[config.mk]
export PLATFORM = sky130hd
export DESIGN_NAME = burst_line_buffer
export DESIGN_NICKNAME = d
export VERILOG_FILES = /design/src/rtl/burst_line_buffer.sv
export SDC_FILE = /design/constraint.sdc
export NUM_CORES = 1
export LEC_CHECK = 0
export ABC_AREA = 1
export ABC_CLOCK_PERIOD_IN_PS = 3600
export CAP_MARGIN = 20
export CORE_MARGIN = 8
export CORE_UTILIZATION = 25
export CTS_CLUSTER_SIZE = 16
export DETAILED_ROUTE_END_ITERATION = 8
export PLACE_DENSITY = 0.54
export SYNTH_ARGS = -nofsm -noshare
export SYNTH_HDL_FRONTEND = slang
export SYNTH_SLANG_ARGS = --single-unit
[constraint.sdc]
create_clock -name clk -period 3.6 [get_ports clk]
set_input_delay 0.36 -clock clk [delete_from_list [all_inputs] [get_ports clk]]
set_output_delay 0.36 -clock clk [all_outputs]
set_load 0.02 [all_outputs]
[src/rtl/burst_line_buffer.sv]
// Collects one cache-line refill burst (optionally wrapped, critical-word-first)
// into a full line, forwards the first beat early and hands the line off with valid/ready.
module burst_line_buffer #(
  parameter  int BEAT_W = 32,
  parameter  int LINE_W = 512,
  localparam int BEATS  = LINE_W / BEAT_W,
  localparam int IDX_W  = $clog2(BEATS)
) (
  input  logic              clk,
  input  logic              rst,
  input  logic              flush,
  input  logic              start,
  input  logic [IDX_W-1:0]  start_idx,
  input  logic [BEAT_W-1:0] beat_data,
  input  logic              beat_valid,
  input  logic              beat_last,
  output logic              beat_ready,
  output logic              crit_valid,
  output logic [BEAT_W-1:0] crit_data,
  output logic [LINE_W-1:0] line_data,
  output logic              line_valid,
  input  logic              line_ready,
  output logic              busy,
  output logic              last_err
);

  typedef enum logic [1:0] {IDLE, FILL, HOLD} state_t;

  state_t            state_reg, state_next;
  logic [IDX_W-1:0]  ptr_reg;
  logic [IDX_W-1:0]  cnt_reg;
  logic [BEAT_W-1:0] crit_data_reg;
  logic              crit_valid_reg;
  logic              last_err_reg;
  logic [BEAT_W-1:0] slot_reg [BEATS];

  logic accept;
  logic load;
  logic clear_buf;
  logic cnt_is_last;

  // flush suppresses acceptance even though beat_ready still follows the state
  assign accept      = (state_reg == FILL) && beat_valid && !flush;
  assign load        = !flush && start &&
                       ((state_reg == IDLE) || ((state_reg == HOLD) && line_ready));
  assign clear_buf   = flush || load;
  assign cnt_is_last = (cnt_reg == IDX_W'(BEATS - 1));

  always_ff @(posedge clk) begin
    if (rst) begin
      state_reg <= IDLE;
    end else begin
      state_reg <= state_next;
    end
  end

  always_comb begin
    state_next = state_reg;
    if (flush) begin
      state_next = IDLE;
    end else begin
      case (state_reg)
        IDLE: if (start) state_next = FILL;
        FILL: if (accept && cnt_is_last) state_next = HOLD;
        HOLD: if (line_ready) state_next = start ? FILL : IDLE;
        default: state_next = IDLE;
      endcase
    end
  end

  always_comb begin
    beat_ready = 1'b0;
    line_valid = 1'b0;
    busy       = 1'b0;
    case (state_reg)
      FILL: begin
        beat_ready = 1'b1;
        busy       = 1'b1;
      end
      HOLD: begin
        line_valid = 1'b1;
        busy       = 1'b1;
      end
      default: ;
    endcase
  end

  always_ff @(posedge clk) begin
    if (rst) begin
      ptr_reg        <= '0;
      cnt_reg        <= '0;
      crit_data_reg  <= '0;
      crit_valid_reg <= 1'b0;
      last_err_reg   <= 1'b0;
    end else begin
      crit_valid_reg <= accept && (cnt_reg == '0);
      last_err_reg   <= accept && (beat_last != cnt_is_last);
      if (load) begin
        ptr_reg <= start_idx;
      end else if (accept) begin
        ptr_reg <= ptr_reg + 1'b1;
      end
      if (clear_buf) begin
        cnt_reg <= '0;
      end else if (accept) begin
        cnt_reg <= cnt_reg + 1'b1;
      end
      if (flush) begin
        crit_data_reg <= '0;
      end else if (accept && (cnt_reg == '0)) begin
        crit_data_reg <= beat_data;
      end
    end
  end

  // One register slot per beat position; the write pointer wraps naturally.
  generate
    for (genvar gi = 0; gi < BEATS; gi++) begin : g_slot
      always_ff @(posedge clk) begin
        if (rst || clear_buf) begin
          slot_reg[gi] <= '0;
        end else if (accept && (ptr_reg == IDX_W'(gi))) begin
          slot_reg[gi] <= beat_data;
        end
      end
      assign line_data[gi*BEAT_W +: BEAT_W] = slot_reg[gi];
    end
  endgenerate

  assign crit_valid = crit_valid_reg;
  assign crit_data  = crit_data_reg;
  assign last_err   = last_err_reg;

endmodule

=== After elaboration in Yosys (flattened, before gate mapping) ===
Memories as Yosys holds them, arrays and structs flattened.
Index checks and enable logic that the tools add are counted.

* Muxes and demuxes: 76
* Add/subtract/negate cells: 2
* Reduce and logical (&&, ||, !) cells: 36
* Equality and inequality tests: 22
* Bitwise gates (word level): 16

{| class="wikitable"
|+ Operators by type and width
! cell !! number
|-
| 32-bit 2-to-1 mux || 16
|-
| 1-bit 2-to-1 mux || 54
|-
| 4-bit == test, second input constant || 9
|-
| 1-bit logical AND || 24
|-
| 4-bit by 3-bit == test with 1-bit output, second input constant || 4
|-
| 1-bit OR || 16
|-
| 4-bit by 1-bit adder with 4-bit output, second input constant || 2
|-
| 4-bit by 2-bit == test with 1-bit output, second input constant || 2
|-
| 4-bit logical NOT || 2
|-
| 4-bit 2-to-1 mux || 2
|-
| 2-bit 2-to-1 mux || 3
|-
| 2-bit case mux with 3 select lines || 1
|-
| 2-bit OR reduction || 3
|-
| 4-bit by 1-bit == test with 1-bit output, second input constant || 1
|-
| 2-bit != test, second input constant || 2
|-
| 1-bit logical OR || 3
|-
| 3-bit AND reduction || 1
|-
| 2-bit by 1-bit == test with 1-bit output, second input constant || 1
|-
| 2-bit == test, second input constant || 1
|-
| 2-bit logical NOT || 1
|-
| 2-bit by 1-bit != test with 1-bit output, second input constant || 1
|-
| 2-bit nonzero test || 1
|-
| 1-bit logical NOT || 1
|-
| 1-bit != test || 1
|}

* Input bits: 43
* RAM bits: 512
* Register bits: 44
* Memories kept: 1
* Word-level logic and storage cells: 159
* Output and inout bits: 549

{| class="wikitable"
|+ Memories
! name !! depth !! bits a word !! read ports !! clocked after Yosys merged registers in !! wr ports !! line !! source
|-
| slot_reg || 16 || 32 || 16 || 0 || 16 || 35 || <nowiki>logic [BEAT_W-1:0] slot_reg [BEATS];</nowiki>
|}

=== Depth between registers and ports, before layout ===
Gate-level depths: netlist (run 1).

* Depth in word-level cells: 9
* Depth in mapped cells: 11
* Mapped depth without buffers: 9

=== Least setup slack after synthesis (run 1) ===
Ideal clock, no wire load.

* Kind: register to register
* From: register state_reg[1]
* To: memory slot_reg[15][0], in the netlist slot_reg[1][224] (enable)
* Data arrival time: 3601 ps
* Path slack: -467 ps
* Cell stages (with the launch flop): 7
* Clock period less this slack: 4067 ps
* Required time: 3134 ps
* Setup time: 466 ps
* Path through: dfxtp_1 inv_1 ha_1 nand3_2 nor2_2 inv_1 o21ai_0

{| class="wikitable"
|+ RTL lines
! item !! line !! source
|-
| from (decl) || 29 || <nowiki>state_t state_reg, state_next;</nowiki>
|-
| from (signal assigned) || 53 || <nowiki>state_reg <= state_next;</nowiki>
|-
| to (decl) || 35 ||
|}

==> results.toml, run 1 <==
[placement]
dp.cells = 3006
pre_cts_ws_ns = 0.126
port_buffers = 591
dpl_cell_area_um2 = 27400
gpl.final_weighted_congestion = 0.780
post-dp-hpwl_um = 56300

[synthesis]
synth_compound_gate_area_share_pct = 2.30
synth_cell_type_count = 23
synth_top_family_by_area = "simple AND/OR/NAND/NOR gates"
synth.yosys.warnings = 0
synth_area_per_cell_um2 = 14.1
yosys.area_share.adder_pct = 0.693
yosys.area_share.simple_pct = 11.8
postSynthNetCount = 1464
synth_largest_type_area_fraction_pct = 77.4
syn_area_um2 = 19900
ys_seq_elements = 556
synth.area.mux_share_pct = 0
synthesis.instances = 1410
synth.largest_area_cell = "sky130_fd_sc_hd__edfxtp_1"
synth_seq_area_share_pct = 81.8
biggest_area_contributors_in_the_synthesized_netlist = "sky130_fd_sc_hd__edfxtp_1 (77%), sky130_fd_sc_hd__nor2_1 (10%), sky130_fd_sc_hd__dfxtp_1 (4.4%), sky130_fd_sc_hd__o21ai_0 (1.3%), sky130_fd_sc_hd__buf_2 (1.3%)"
synthXorXnorAreaFrac_pct = 0.132

[setup_path]
path_buf_inv = 2
critPathTopFamily = "simple AND/OR/NAND/NOR gates"
critical_path_arrival_ns = 3.63
setup.worst_path.start_class = "flop"
cp_cell_sequence = "inv_1 -> ha_1 -> nand2_1 -> nor2_1 -> nand2_1 -> inv_1 -> nand3_2 -> nor2_1"
timing.critical_path.slowest_cell_delay_ns = 0.73
worst_ep_required_time_ns = 4.02
critical_path_peak_fanout = 32
worstSetupEndpointType = "flop"
slowest_stage = "sky130_fd_sc_hd__nand3_2"
setup.worst_path.class = "flop to flop"

[timing]
finalWorstSetupSlack_ns = 0.396
setup_repair_after_global_routing_missed_its_margin = "no"
max-slew-margin-rel_pct = 30.5
tightestPinTransition_ns = 1.04
timing.clock.skew_ns = 0.0253
finalHoldViolations = 0
setup-tns-final_ns = 0
achievable-frequency_mhz = 312
timing.final.crit_period_ns = 3.20
timing.final.crit_share_pct = 89.0
drv_slew = 0
setup_viol = 0

[floorplan]
fp-row-count = 103
fp.dieH_um = 298
floorplan.initialDensity_pct = 25.2
die_area_um2 = 88800
dieWidth_um = 298
top_level_ports = 592
placeableCoreArea_um2 = 78900

[routing]
detail_route.vias_per_cell = 4.37
route.detailed.drc = 0
routed_wire_length_per_instance_um = 25.7
detailroute.via_count = 13600
initialDrtViolationCount = 1030
totalWireLength_um = 80200
ant_nets = 0
detailedRoute.firstPassIterationCount = 5

[clock_network]
cts_tree = "done"
cts_root_buf = "sky130_fd_sc_hd__clkbuf_16"
tritoncts.num_buffers = 60
cts_resized = 0
cts_buffer_depth = 3
insertion_delay_ns = 0.61
clk_transition_reported_paths_ns = 0.06
number_of_sinks_on_the_clock_net = 556
h-tree-depth = 2
cts_post_setup_buffers_inserted = 0
cts-hold-fix-buffers = 0

[final_layout]
nets = 2074
area_growth_syn_to_layout_pct = 48.3
most_common_library_cell_in_the_layout_ignoring_fill_and_taps = "sky130_fd_sc_hd__clkdlybuf4s50_1"
final_layout_size_suffix_gt1_share_pct = 8.93
final_cells = 3122
layout_common_cells = "sky130_fd_sc_hd__clkdlybuf4s50_1 (591), sky130_fd_sc_hd__nor2_1 (527), sky130_fd_sc_hd__edfxtp_1 (512), sky130_fd_sc_hd__clkbuf_16 (60), sky130_fd_sc_hd__dfxtp_1 (44)"
finalInstanceArea_um2 = 29500
largest_register_ffs = 512

[power]
peakVddDrop_uv = 387
power.density_cell_area_nw_per_um2 = 525
total_leakage_power_uw = 0.0113

[grt]
gr-usage-all-layers_pct = 17.2
grt_pass1_vias = 14000
pin_count_of_the_biggest_net_entering_global_routing = 65
first_pass_grt_wire_length_um = 110000
globalRouteOverflowTotal = 0
antenna_found_initial = 3

[status]
outcome = "complete, no violations"

[min_path]
holdCritPathClass = "input port to flop"

[flow_run]
timing.max_cap.violations = 0
## synth_stat cells
| library cell | number |
|---|---|
| sky130_fd_sc_hd__clkbuf_1 | 42 |
| sky130_fd_sc_hd__dfxtp_1 | 44 |
| sky130_fd_sc_hd__buf_6 | 1 |
| sky130_fd_sc_hd__a21o_1 | 1 |
| sky130_fd_sc_hd__nor2_2 | 2 |
| sky130_fd_sc_hd__nand2_4 | 1 |
| sky130_fd_sc_hd__edfxtp_1 | 512 |
| sky130_fd_sc_hd__o21ai_0 | 53 |
| sky130_fd_sc_hd__xor2_1 | 2 |
| sky130_fd_sc_hd__inv_1 | 26 |
| sky130_fd_sc_hd__nand3_1 | 19 |
| sky130_fd_sc_hd__nand2_1 | 28 |
| sky130_fd_sc_hd__nand3_2 | 11 |
| sky130_fd_sc_hd__xnor2_1 | 1 |
| sky130_fd_sc_hd__a21oi_1 | 37 |
| sky130_fd_sc_hd__buf_2 | 50 |
| sky130_fd_sc_hd__nor2_1 | 528 |
| sky130_fd_sc_hd__inv_2 | 5 |
| sky130_fd_sc_hd__or2_2 | 1 |
| sky130_fd_sc_hd__nor3_1 | 2 |
| sky130_fd_sc_hd__clkinv_1 | 32 |
| sky130_fd_sc_hd__nand3b_1 | 1 |
| sky130_fd_sc_hd__ha_1 | 11 |
## layer usage
| layer | share of wire [%] | vias to the layer above | track usage, % | wire length (um) |
|---|---|---|---|---|
| met5 | 0.034 | - | 0 | 27 |
| met4 | 4.5 | 4 | 7.37 | 3650 |
| met3 | 7.8 | 154 | 4.84 | 6270 |
| met2 | 49 | 645 | 29.8 | 39500 |
| met1 | 38 | 6808 | 19.9 | 30800 |
| li1 | - | 6031 | - | - |
## where the power goes
part           internal [uW]  switching [uW]
Combinational            607            1030
Sequential              7340             120
Clock                   3750            2620
Total                  11700            3770
## through the flow
| stage | utilization, % | hold WS, ns | power, uW |
|---|---|---|---|
| 3_3_place_gp | 34.7 | 0.469 | 9240 |
| 5_1_grt | 37.4 | 0.413 | 15900 |
| 3_5_place_dp | 34.7 | 0.484 | 9270 |
| 6_report | 37.4 | 0.424 | 15500 |
| 4_1_cts | 37.3 | 0.383 | 15600 |
| 2_1_floorplan | - | 0.429 | 8230 |
## worst paths after layout
check / start / endpoint / slack [ns] / depth (start not counted)
setup / recovery: state_reg[1] / slot_reg[0][179] / 0.40 / 8
hold / removal: beat_last / last_err / 0.42 / 3
setup reg to reg: state_reg[1] / slot_reg[0][179] / 0.40 / 8
hold reg to reg: cnt_reg[3] / cnt_reg[3] / 0.49 / 2
## layout make-up
type,instances,area [um2]
multi-input cells,698,3180
flip-flops and latches,556,16300
well taps,1050,1310
repair buffers,641,6460
clock buffers,77,1620
diodes,1,2.50
clock inverters,36,412
inverters,63,236
fillers,7544,49400
## worst register-to-register path, delay by kind of cell, from the launching register on
kind	cells	cell delay, ns
and+or+nand+nor	5	2.04
DFF	1	0.34
adders and majority gates	1	0.26
buffers and inverters	2	0.41
## cell families (layout without fill, tap and decap cells)
family                   count (synthesis)  after routing
AND/OR/NAND/NOR                        593            593
flip-flops                             556            556
buffers and inverters                  156            817
AO/OA/AOI/OAI                           91             91
adder cells (fa/ha/maj)                 11             11
XOR/XNOR                                 3              3
other                                    0              1
Power figures use the tool's default switching activity.
==> inputs of run 2 (changes only) <==
--- a/config.mk
+++ b/config.mk
@@ -6,13 +6,13 @@
 export NUM_CORES = 1
 export LEC_CHECK = 0
 export ABC_AREA = 1
-export ABC_CLOCK_PERIOD_IN_PS = 3600
+export ABC_CLOCK_PERIOD_IN_PS = 3400
 export CAP_MARGIN = 20
 export CORE_MARGIN = 8
 export CORE_UTILIZATION = 25
 export CTS_CLUSTER_SIZE = 16
 export DETAILED_ROUTE_END_ITERATION = 8
-export PLACE_DENSITY = 0.54
+export PLACE_DENSITY = 0.52
 export SYNTH_ARGS = -nofsm -noshare
 export SYNTH_HDL_FRONTEND = slang
 export SYNTH_SLANG_ARGS = --single-unit
==> constraint.sdc (replaced) <==
create_clock -name clk -period 3.4 [get_ports clk]
set_input_delay 0.34 -clock clk [delete_from_list [all_inputs] [get_ports clk]]
set_output_delay 0.34 -clock clk [all_outputs]
set_load 0.02 [all_outputs]
==> run 2 against run 1 <==
- sequential power grew 5.8%
- largest power group unchanged
- non-clock buffer count grew 13
- combinational power grew 8%
- via count grew 1.1%
- cell area grew 0.60%
- routed wire length grew 0.90%
- sequential share of layout area shrank 0.33 points
- clock skew shrank 0.0088 ns
==> results.toml, run 2 (synthesized netlist as in run 1, its figures left out) <==
[power]
swShare_pct = 24.4
sequentialPowerShare_pct = 47.8
total_leakage_power_uw = 0.0114
intPower_uw = 12500
total_switching_power_uw = 4020
peakVddDrop_uv = 293
power_frac_clock_pct = 41.5
fin_total_pwr_uw = 16500
power.share.combinational_pct = 10.7
power.density_cell_area_nw_per_um2 = 557

[timing]
setup_repair_after_global_routing_missed_its_margin = "no"
drv_slew = 0
setup_viol = 0
timing.clock.skew_ns = 0.0165
timing.final.crit_period_ns = 2.99
finalHoldViolations = 0
max-slew-margin-rel_pct = 26.3
finalWorstSetupSlack_ns = 0.415
tightestPinTransition_ns = 1.10
achievable-frequency_mhz = 335
timing.final.crit_share_pct = 87.8

[clock_network]
cts_root_buf = "sky130_fd_sc_hd__clkbuf_16"
cts_post_setup_buffers_inserted = 0
clk_transition_reported_paths_ns = 0.06
cts_tree = "done"
h-tree-depth = 3
cts_buffer_depth = 3
number_of_sinks_on_the_clock_net = 556
cts_resized = 0
insertion_delay_ns = 0.59
tritoncts.num_buffers = 66
cts-hold-fix-buffers = 0

[min_path]
beginning_of_the_worst_hold_path = "start_idx[0]"
worst_hold_path.num_cells = 3
hold_path_end = "ptr_reg[0]"
holdCritPathClass = "input port to flop"

[grt]
first_pass_grt_wire_length_um = 110000
use_met3_pct = 5.05
top_usage_layer = "met2"
global_route_met1_utilization_pct = 19.8
globalRouteOverflowTotal = 0
gr-usage-all-layers_pct = 17.4
gr_layer_usage_met2_pct = 30.8
antenna_found_initial = 3
grt_pass1_vias = 13800
pin_count_of_the_biggest_net_entering_global_routing = 65

[flow_run]
timing.max_cap.violations = 0

[setup_path]
critical_path_peak_fanout = 22
setup.worst_path.class = "flop to flop"
timing.rr.start = "state_reg[1]"
setup.worst_path.start_class = "flop"
worst-r2r-setup-slack_ns = 0.41
worstRegToRegCells = 7
worstSetupEndpointType = "flop"
worst_ep_required_time_ns = 3.69
rr_endpoint = "slot_reg[1][137]"
critical_path_arrival_ns = 3.27

[placement]
gpl.final_weighted_congestion = 0.777
port_buffers = 591
pre_cts_ws_ns = 0.219
post-dp-hpwl_um = 56600

[floorplan]
top_level_ports = 592
die_area_um2 = 88800
fp-row-count = 103
floorplan.initialDensity_pct = 25.2
dieWidth_um = 298
fp.dieH_um = 298
placeableCoreArea_um2 = 78900

[final_layout]
area_growth_syn_to_layout_pct = 49.2
layout_common_cells = "sky130_fd_sc_hd__clkdlybuf4s50_1 (591), sky130_fd_sc_hd__nor2_1 (527), sky130_fd_sc_hd__edfxtp_1 (512), sky130_fd_sc_hd__clkbuf_16 (67), sky130_fd_sc_hd__buf_4 (46)"
final_layout_size_suffix_gt1_share_pct = 9.20
nets = 2093
nFillCells = 7567
largest_register_ffs = 512
most_common_library_cell_in_the_layout_ignoring_fill_and_taps = "sky130_fd_sc_hd__clkdlybuf4s50_1"

[routing]
totalWireLength_um = 80900
ant_nets = 0
detailroute.via_count = 13800
detail_route.vias_per_cell = 4.39
initialDrtViolationCount = 1034
route.detailed.drc = 0
detailedRoute.firstPassIterationCount = 5
routed_wire_length_per_instance_um = 25.8

[status]
outcome = "complete, no violations"
==> run 2: cell count changes in the layout (fill, tap and decap cells not counted), moves of 2 or more <==
cell	change
sky130_fd_sc_hd__buf_4	+8
sky130_fd_sc_hd__clkbuf_8	-3
sky130_fd_sc_hd__inv_6	+2
sky130_fd_sc_hd__clkbuf_1	+8
sky130_fd_sc_hd__clkinvlp_4	-4
sky130_fd_sc_hd__clkbuf_16	+7
sky130_fd_sc_hd__clkinv_2	-3
sky130_fd_sc_hd__bufinv_16	-3
sky130_fd_sc_hd__buf_16	-2
sky130_fd_sc_hd__buf_12	+7
==> run 2: worst max-delay path, stage by stage (launching register included) <==
cell and delay, ns:
sky130_fd_sc_hd__dfxtp_1 0.35, sky130_fd_sc_hd__inv_1 0.12, sky130_fd_sc_hd__ha_1 0.28, sky130_fd_sc_hd__nand2_1 0.08, sky130_fd_sc_hd__nor2_1 0.32, sky130_fd_sc_hd__nand2_1 0.39
sky130_fd_sc_hd__o21ai_4 0.91, sky130_fd_sc_hd__buf_12 0.23
==> run 2: how the worst max path moves through the flow <==
stage	startpoint	endpoint	slack, ns	cells past startpoint
global route	state_reg[1]	slot_reg[1][71]	0.17	7
detailed placement	beat_valid	slot_reg[1][135]	0.22	6
floorplan	state_reg[1]	slot_reg[0][224]	-0.67	6
global placement	beat_valid	slot_reg[0][39]	0.23	5
CTS	state_reg[1]	slot_reg[1][132]	0.38	7
finish	state_reg[1]	slot_reg[1][137]	0.41	7
==> run 2: per-layer routing <==
metal	share of wire, %	wire length [um]
met1	38	30800
met2	51	41100
met3	7.7	6270
met4	3.4	2730
met5	0.031	25
==> run 2: layout make-up <==
class | count | area [um2] | area share, %
Inverter | 63 | 236 | 0.798
Tap cell | 1050 | 1310 | 4.43
Antenna cell | 2 | 5.00 | 0.0169
Sequential cell | 556 | 16300 | 54.8
Timing Repair Buffer | 654 | 6600 | 22.3
Clock buffer | 89 | 1780 | 6.00
Clock inverter | 28 | 282 | 0.949
Multi-Input combinational cell | 698 | 3180 | 10.7
==> run 2: power by group through the flow <==
stage / logic [uW] / clock network (uW) / registers [uW]
final: 1770 / 6860 / 7890
after global routing: 1840 / 7270 / 7910
after CTS: 1800 / 7030 / 7890
after detailed placement: 1800 / 0 / 8030
after global placement: 1790 / 0 / 8030
after floorplan: 260 / 0 / 8450
==> run 2: stage by stage <==
stage / instances / setup TNS, ns / utilization (%) / area (um2) / hold WS [ns]
2_1_floorplan: 1410 / -148.44 / - / 19900 / 0.409
3_3_place_gp: 3019 / 0 / 34.9 / 27500 / 0.469
3_5_place_dp: 3020 / 0 / 35.0 / 27600 / 0.485
4_1_cts: 3137 / 0 / 37.6 / 29600 / 0.364
5_1_grt: 3138 / 0 / 37.6 / 29600 / 0.410
6_report: 3140 / 0 / 37.6 / 29700 / 0.413
